### config.mk
export PLATFORM = sky130hd
export DESIGN_NAME = seq_scan_ctrl
export DESIGN_NICKNAME = d
export VERILOG_FILES = /design/src/rtl/seq_scan_ctrl.sv
export SDC_FILE = /design/constraint.sdc
export NUM_CORES = 1
export LEC_CHECK = 0
export ABC_AREA = 1
export CAP_MARGIN = 20
export CORE_UTILIZATION = 47
export DETAILED_ROUTE_END_ITERATION = 8
export PLACE_DENSITY_LB_ADDON = 0.08
export SLEW_MARGIN = 30
export SYNTH_ARGS = -nofsm -noshare
export SYNTH_HDL_FRONTEND = slang
export SYNTH_SLANG_ARGS = --single-unit
### constraint.sdc
create_clock -name clock -period 1.3 [get_ports clock]
set_input_delay 0.195 -clock clock [delete_from_list [all_inputs] [get_ports clock]]
set_output_delay 0.195 -clock clock [all_outputs]
set_load 0.05 [all_outputs]
### src/rtl/seq_scan_ctrl.sv
// seq_scan_ctrl: scans a stream of bytes, MSB first, for a 4-bit pattern and counts the matches.
// Latency: 1 LOAD cycle plus 8 SHIFT cycles per byte. match_pulse is registered and appears the
//   cycle after the matching bit. done appears the cycle after the last bit is consumed.
// Backpressure: byte_ready is high only in LOAD. A stall on byte_valid holds the FSM in LOAD.
// Ports:
//   clock, reset_n               clock and asynchronous active-low reset
//   start, cfg_pattern, cfg_overlap   start a scan; the config is latched when start is accepted
//   byte_valid/byte_data/byte_last    byte handshake, together with the output byte_ready
//   match_pulse, match_count          per-match pulse and saturating match count
//   busy, done                        FSM status
module seq_scan_ctrl #(
  parameter int CNT_W = 8
) (
  input  logic             clock,
  input  logic             reset_n,
  input  logic             start,
  input  logic [3:0]       cfg_pattern,
  input  logic             cfg_overlap,
  input  logic             byte_valid,
  input  logic [7:0]       byte_data,
  input  logic             byte_last,
  output logic             byte_ready,
  output logic             match_pulse,
  output logic [CNT_W-1:0] match_count,
  output logic             busy,
  output logic             done
);

  typedef enum logic [1:0] {IDLE, LOAD, SHIFT, DONE} state_t;

  state_t             state_q, state_d;
  logic [3:0]         pat_q, pat_d;
  logic               ovl_q, ovl_d;
  logic [7:0]         shreg_q, shreg_d;
  logic               last_q, last_d;
  logic [2:0]         bit_idx_q, bit_idx_d;
  logic [2:0]         hist_q, hist_d;
  logic [1:0]         hvld_q, hvld_d;
  logic [CNT_W-1:0]   cnt_q, cnt_d;
  logic               mpulse_q, mpulse_d;
  logic               cur_bit;
  logic               match;

  // The bit under test is always the MSB of the shift register.
  assign cur_bit = shreg_q[7];
  assign match   = (state_q == SHIFT) && (hvld_q == 2'd3) &&
                   ({hist_q, cur_bit} == pat_q);

  always_ff @(posedge clock or negedge reset_n) begin
    if (!reset_n) begin
      state_q   <= IDLE;
      pat_q     <= '0;
      ovl_q     <= 1'b0;
      shreg_q   <= '0;
      last_q    <= 1'b0;
      bit_idx_q <= '0;
      hist_q    <= '0;
      hvld_q    <= '0;
      cnt_q     <= '0;
      mpulse_q  <= 1'b0;
    end else begin
      state_q   <= state_d;
      pat_q     <= pat_d;
      ovl_q     <= ovl_d;
      shreg_q   <= shreg_d;
      last_q    <= last_d;
      bit_idx_q <= bit_idx_d;
      hist_q    <= hist_d;
      hvld_q    <= hvld_d;
      cnt_q     <= cnt_d;
      mpulse_q  <= mpulse_d;
    end
  end

  always_comb begin
    state_d   = state_q;
    pat_d     = pat_q;
    ovl_d     = ovl_q;
    shreg_d   = shreg_q;
    last_d    = last_q;
    bit_idx_d = bit_idx_q;
    hist_d    = hist_q;
    hvld_d    = hvld_q;
    cnt_d     = cnt_q;
    mpulse_d  = 1'b0;

    case (state_q)
      IDLE: begin
        if (start) begin
          state_d = LOAD;
          pat_d   = cfg_pattern;
          ovl_d   = cfg_overlap;
          cnt_d   = '0;
          hist_d  = '0;
          hvld_d  = '0;
        end
      end
      LOAD: begin
        if (byte_valid) begin
          shreg_d   = byte_data;
          last_d    = byte_last;
          bit_idx_d = '0;
          state_d   = SHIFT;
        end
      end
      SHIFT: begin
        shreg_d   = {shreg_q[6:0], 1'b0};
        hist_d    = {hist_q[1:0], cur_bit};
        bit_idx_d = bit_idx_q + 3'd1;
        if (match) begin
          mpulse_d = 1'b1;
          if (cnt_q != {CNT_W{1'b1}}) cnt_d = cnt_q + CNT_W'(1);
        end
        // In non-overlapping mode a match consumes its bits. The history must then
        // refill with three fresh bits before another match can be declared.
        if (match && !ovl_q) begin
          hvld_d = 2'd0;
        end else if (hvld_q != 2'd3) begin
          hvld_d = hvld_q + 2'd1;
        end
        if (bit_idx_q == 3'd7) state_d = last_q ? DONE : LOAD;
      end
      DONE: begin
        state_d = IDLE;
      end
      default: state_d = IDLE;
    endcase
  end

  // These outputs are decoded from registered state only.
  // Because of that, reset clears them immediately.
  assign byte_ready  = (state_q == LOAD);
  assign busy        = (state_q != IDLE);
  assign done        = (state_q == DONE);
  assign match_pulse = mpulse_q;
  assign match_count = cnt_q;

endmodule

==> flow_summary.yaml, run 1 <==
grt:
  grt_usage: 0.214
  grt_pass1_vias: 1576
  grt_pass1_wl_um: 6690
  grt_max_degree: 34
  overflow: 0
  antenna_found_initial: 0
setup_path:
  cp-end-kind: "flop"
  arrival_ns: 1.60
  worstPathMaxFanout: 7
  cp_num_buf_inv: 3
  cp_cell_sequence: "clkinv_4 -> buf_4 -> nand2_8 -> buf_4 -> nor3b_2 -> nand2_1 -> o21ai_1"
  cp_slowest_stage_delay_ns: 0.46
  crit_family: "flip-flops"
  cpMostUsedCell: "buf_4"
  criticalPathCategory: "flop to flop"
  start_kind: "flop"
  required_ns: 1.50
  slowest_stage: "dfrtp_2"
logic_synthesis:
  synth_edf_count: 0
  ys_ff_latch: 33
  netlist_instances: 220
  synthesis.area_mm2: 0.00180
  seq_area_frac_synth: 0.460
  async_flop_share: 1.00
  syn_area_per_cell_um2: 8.17
  synth_flop_cell: "dfrtp_1"
  ys_warn_count: 0
  synth_fp_nets: 242
  synth_cell_types: 30
final_layout:
  stdcell_area_mm2: 0.00288
  num-fill-cells: 234
  drive_above_1_share: 0.410
  fin_nets: 309
  layout_common_cells: "nand2_1 (51), dfrtp_1 (28), buf_4 (26), inv_1 (19), clkdlybuf4s50_1 (17)"
  n_antenna_cell: 0
  syn2layout_area_growth_pct: 60.3
  final_common_cell: "nand2_1"
sta:
  worst_slew_pin_slew_ns: 0.301
  fin_crit_sh: 1.08
  drv_slew: 0
  fmax_mhz: 713
  fin_skew_ns: 0.00894
  slew_headroom: 0.800
  min_period_ns: 1.40
  fin_ws_ns: -0.103
  grt_setup_unrepaired: "yes"
  setup_viol: 18
  setup_tns_ns: -0.622
  hold_viol_final: 0
die:
  num_rows: 22
  die_w_um: 63.8
  ios: 30
  dieHeight_um: 63.8
  start_util: 0.491
  dieArea_mm2: 0.00407
  fp.coreArea_mm2: 0.00366
clock_network:
  clkTransAtPathRegs_ns: 0.07
  h-tree-depth: 2
  numCtsBuffers: 5
  cts_root_buf: "clkbuf_8"
  cts_max_path_buffers: 2
  clkLatencyLatePin_ns: 0.29
  cts_num_sinks: 33
  cts_tree: "built"
drt:
  wl_per_cell_um: 13.5
  post-route-drc-count: 0
  drt-initial-drc-count: 107
  first_pass_iters: 6
  ant_nets: 0
  dr_total_vias: 1673
  viasPerCell: 4.98
  wl_um: 4540
flow_run:
  max-cap-violations: 0
outcome:
  outcome: "finished with violations"
  violations: "negative setup slack"
place:
  hpwl_um: 2760
  gp_congestion: 0.766
  io_buffers: 29
  placedInstanceArea_mm2: 0.00245
power_and_ir_drop:
  ir_drop_mv: 1.27
  leakage_nw: 1.36
  power_density_mw_per_mm2: 1960
hold_path:
  hold_path_class: "input port to async pin"
## cells by family (layout without fill, tap and decap cells)
| kind of cell | Yosys count | after routing | synth area share |
|---|---|---|---|
| AOI/OAI and AO/OA | 35 | 35 | 0.109 |
| xor gates and xnor gates | 2 | 2 | 0.00975 |
| adders and majority gates | 4 | 4 | 0.0279 |
| buffers and inverters | 34 | 102 | 0.0919 |
| DFF | 33 | 33 | 0.460 |
| muxes | 1 | 1 | 0.00627 |
| and+or+nand+nor | 111 | 111 | 0.295 |
## worst register-to-register path, delay by kind of cell, from the launching register on
kind            cells  cell delay [ns]
compound gates      1             0.11
buf+inv             3             0.41
flops               1             0.46
simple gates        3             0.34
## per-stage QoR
step / utilization / worst slack (ns) / hold slack, ns / power (mW) / std cells
after floorplan: - / -0.212 / -0.101 / 3.03 / 220
after global placement: 0.668 / -0.0333 / 0.464 / 3.78 / 316
after detailed placement: 0.668 / -0.0778 / 0.464 / 3.83 / 316
after CTS: 0.717 / -0.0617 / 0.284 / 4.79 / 328
after global routing: 0.787 / -0.178 / 0.301 / 5.99 / 336
final: 0.787 / -0.103 / 0.280 / 5.65 / 336
## sequential cells by signal (all words and copies together), names as in the netlist, 2 cells and up
signal and flops:
match_count 8, state_q 2, pat_q 4, shreg_q 8
hist_q 3, bit_idx_q 3, hvld_q 2
## cell type report
cell class,instances,area [um^2],share of cell area
clock buffers,7,96.3,0.0334
repair buffers,66,778,0.270
multi-input cells,153,993,0.345
inverters,28,115,0.0400
flip-flops and latches,33,832,0.289
well taps,48,60.1,0.0209
clock inverters,1,5.00,0.00174
## power by group
group	total (mW)	internal, mW	leakage, nW	switching [mW]
Combinational	3.23	1.48	0.890	1.75
Clock	0.846	0.478	0.0542	0.368
Sequential	1.57	1.36	0.417	0.213
Total	5.65	3.32	1.36	2.33
## worst paths after layout
check / slack (ns) / depth (start not counted) / start / endpoint
max: -0.10 / 7 / state_q[0] / match_count[4]
min in group clock: 0.49 / 3 / cfg_pattern[0] / pat_q[0]
max reg2reg: -0.10 / 7 / state_q[0] / match_count[4]
min: 0.28 / 2 / reset_n / last_q
max in group asynchronous: 0.82 / 2 / reset_n / match_count[1]
min reg2reg: 0.52 / 1 / last_q / last_q
## timing repair
action / 4_1_cts / 5_1_grt
pin swaps: 8 / 22
setup endpoints to repair: 15 / 32
buffers inserted: 6 / 6
gates resized for setup: 14 / 56
cloned: 0 / 2
hold buffers: 0 / 0
## cell usage after synthesis, types with 2 or more instances
cell type | instances | share of area
nor2_4 | 2 | 0.013
dfrtp_1 | 33 | 0.46
a32o_1 | 2 | 0.011
o21ai_0 | 19 | 0.053
ha_1 | 4 | 0.028
buf_6 | 4 | 0.025
inv_2 | 3 | 0.0063
nor3b_1 | 2 | 0.0084
nand2_1 | 61 | 0.13
nand4_1 | 2 | 0.0070
nand2_4 | 3 | 0.019
o21ai_1 | 2 | 0.0056
inv_1 | 24 | 0.050
a21oi_1 | 6 | 0.017
nor2_1 | 19 | 0.040
nand3_4 | 2 | 0.019
nand2_2 | 3 | 0.010
nand3_1 | 14 | 0.039
o22ai_1 | 4 | 0.014
## metal layers
metal	wire length [um]	track usage	vias to the layer above
met1	1990	0.254	784
met2	2310	0.370	34
met5	0	0	-
li1	-	-	845
met4	79	0.0710	0
met3	163	0.0625	10
Power figures use the tool's default switching activity.
==> run 2: changes to the inputs <==
--- a/config.mk
+++ b/config.mk
@@ -9,6 +9,7 @@
 export CAP_MARGIN = 20
 export CORE_UTILIZATION = 47
 export DETAILED_ROUTE_END_ITERATION = 8
+export GPL_TIMING_DRIVEN = 0
 export PLACE_DENSITY_LB_ADDON = 0.08
 export SLEW_MARGIN = 30
 export SYNTH_ARGS = -nofsm -noshare
==> run 2 against run 1 <==
Net effect:
- the flow still finishes with violations (negative setup slack)
- register-to-register slack hardly changed
- utilization decreased by 6.8 points
- routed wire length down 9.2%
- cell count down 0.89%
- clock skew shrank 0.00052 ns
- setup slack got worse by 0.016 ns
- non-clock buffer count fell by 3
- sequential power about the same
- critical path type is now flop to output pin
- largest cell class unchanged
==> flow_summary.yaml, run 2 (synthesis results as in run 1) <==
setup_path:
  cp-end-kind: "output pin"
  r2r-end: "match_count[4]"
  start_kind: "flop"
  slowest_stage: "dfrtp_2"
  arrival_ns: 1.22
  cp_slowest_stage_delay_ns: 0.46
  crit-reg2reg-launch: "match_count[0]"
  cp_cell_sequence: "buf_12 -> nor2_4 -> inv_2 -> buf_8"
  criticalPathCategory: "flop to output pin"
  r2r_slack_ns: -0.09
  rr_worst_depth: 8
  required_ns: 1.11
  worstPathMaxFanout: 3
grt:
  grt_pass1_wl_um: 6780
  grt_max_degree: 22
  overflow: 0
  antenna_found_initial: 0
  grt_pass1_vias: 1512
  grt_usage: 0.218
final_layout:
  syn2layout_area_growth_pct: 46.4
  num-fill-cells: 272
  final_common_cell: "nand2_1"
  ff_latch_area_um2: 831
  final_cell_count_no_fill: 333
  n_antenna_cell: 0
  layout_common_cells: "nand2_1 (55), dfrtp_1 (29), inv_1 (24), buf_4 (21), clkdlybuf4s50_1 (16)"
  fin_nets: 306
  multi_input_area_um2: 911
  drive_above_1_share: 0.333
power_and_ir_drop:
  power_density_mw_per_mm2: 1970
  leakage_nw: 1.28
  ir_drop_mv: 1.07
sta:
  fin_skew_ns: 0.00842
  fin_ws_ns: -0.119
  drv_slew: 0
  hold_viol_final: 0
  grt_setup_unrepaired: "yes"
  worst_slew_pin_slew_ns: 0.365
  fmax_mhz: 705
  setup_viol: 12
  min_period_ns: 1.42
  slew_headroom: 0.757
  fin_crit_sh: 1.09
  holdWs_ns: 0.346
die:
  start_util: 0.491
  dieArea_mm2: 0.00407
  ios: 30
  die_w_um: 63.8
  dieHeight_um: 63.8
  num_rows: 22
  fp.coreArea_mm2: 0.00366
clock_network:
  numCtsBuffers: 5
  cts_root_buf: "clkbuf_8"
  cts_tree: "built"
  h-tree-depth: 2
  cts_max_path_buffers: 2
  clkLatencyLatePin_ns: 0.29
  cts_num_sinks: 33
  clkTransAtPathRegs_ns: 0.07
drt:
  wl_um: 4120
  dr_total_vias: 1605
  post-route-drc-count: 0
  first_pass_iters: 4
  viasPerCell: 4.82
  wl_per_cell_um: 12.4
  ant_nets: 0
  drt-initial-drc-count: 82
place:
  pre_cts_ws_ns: -0.403
  gp_congestion: 0.717
  io_buffers: 29
  hpwl_um: 2590
  dpl.cell_count: 298
hold_path:
  hold_path_class: "input port to async pin"
outcome:
  outcome: "finished with violations"
  violations: "negative setup slack"
flow_run:
  max-cap-violations: 0
[run 2: cell types whose count changed in the layout (fill, tap and decap cells not counted), moves of 3 or more]
cell	change
buf_12	-12
buf_2	+9
buf_4	-5
buf_8	+3
inv_1	+5
inv_2	-4
nand2_1	+4
nand2_4	-4
nand3_2	+3
o21ai_1	+5
o21ai_2	-6
[run 2: metrics by stage]
step           setup TNS, ns  power (mW)  utilization  cell area [um^2]
6_report              -0.804        5.20        0.719              2630
5_1_grt                -2.30        5.56        0.719              2630
4_1_cts               -0.667        4.51        0.657              2410
3_5_place_dp           -3.78        3.54        0.599              2190
3_3_place_gp          -25.72        3.50        0.593              2170
2_1_floorplan          -2.21        3.03            -              1820
[run 2: metal layers]
metal,global-route usage,vias to the layer above,wire length (um)
met5,0,-,0
met4,0.0511,0,32
met3,0.0643,5,126
met2,0.355,23,1990
met1,0.285,741,1970
li1,-,836,-
[run 2: repair_timing]
item,in CTS,in global routing
cloned,0,3
resized for setup,58,49
setup buffers,12,11
hold buffers,1,0
setup endpoints to repair,34,36
pin swaps,11,11
hold endpoints to repair,12,0
[run 2: worst max path at each step]
stage          cells past startpoint  slack (ns)           start        endpoint
3_5_place_dp                       3       -0.40      state_q[0]      byte_ready
3_3_place_gp                       1       -0.79         reset_n  match_count[1]
2_1_floorplan                      8       -0.21  match_count[1]  match_count[4]
4_1_cts                            9       -0.09      state_q[0]  match_count[3]
5_1_grt                            8       -0.18  match_count[0]  match_count[4]
6_report                           4       -0.12      state_q[0]            busy
[run 2: report_power, final]
group          total (mW)  internal (mW)  switching [mW]
combinational        2.84           1.30            1.54
clock               0.809          0.430           0.379
sequential           1.54           1.36           0.186
total                5.20           3.09            2.10
[run 2: critical path: cells and delay by family, from the launching register on]
kind | cells | cell delay [ns]
buffers and inverters | 3 | 0.37
DFF | 1 | 0.46
and+or+nand+nor | 1 | 0.11
[run 2: layout make-up]
class,count,area share
Multi-Input combinational cell,153,0.346
Buffer,6,0.0271
Clock inverter,1,0.00285
Clock buffer,7,0.0328
Inverter,28,0.0428
Sequential cell,33,0.316
Timing Repair Buffer,57,0.210
Tap cell,48,0.0228
==> run 3: changes to the inputs <==
--- a/config.mk
+++ b/config.mk
@@ -8,6 +8,7 @@
 export ABC_AREA = 1
 export CAP_MARGIN = 20
 export CORE_UTILIZATION = 47
+export CTS_CLUSTER_SIZE = 10
 export DETAILED_ROUTE_END_ITERATION = 8
 export GPL_TIMING_DRIVEN = 0
 export PLACE_DENSITY_LB_ADDON = 0.08
==> results of run 3 <==
Same layout as run 2: the final DEF is identical, and so are final timing and power.
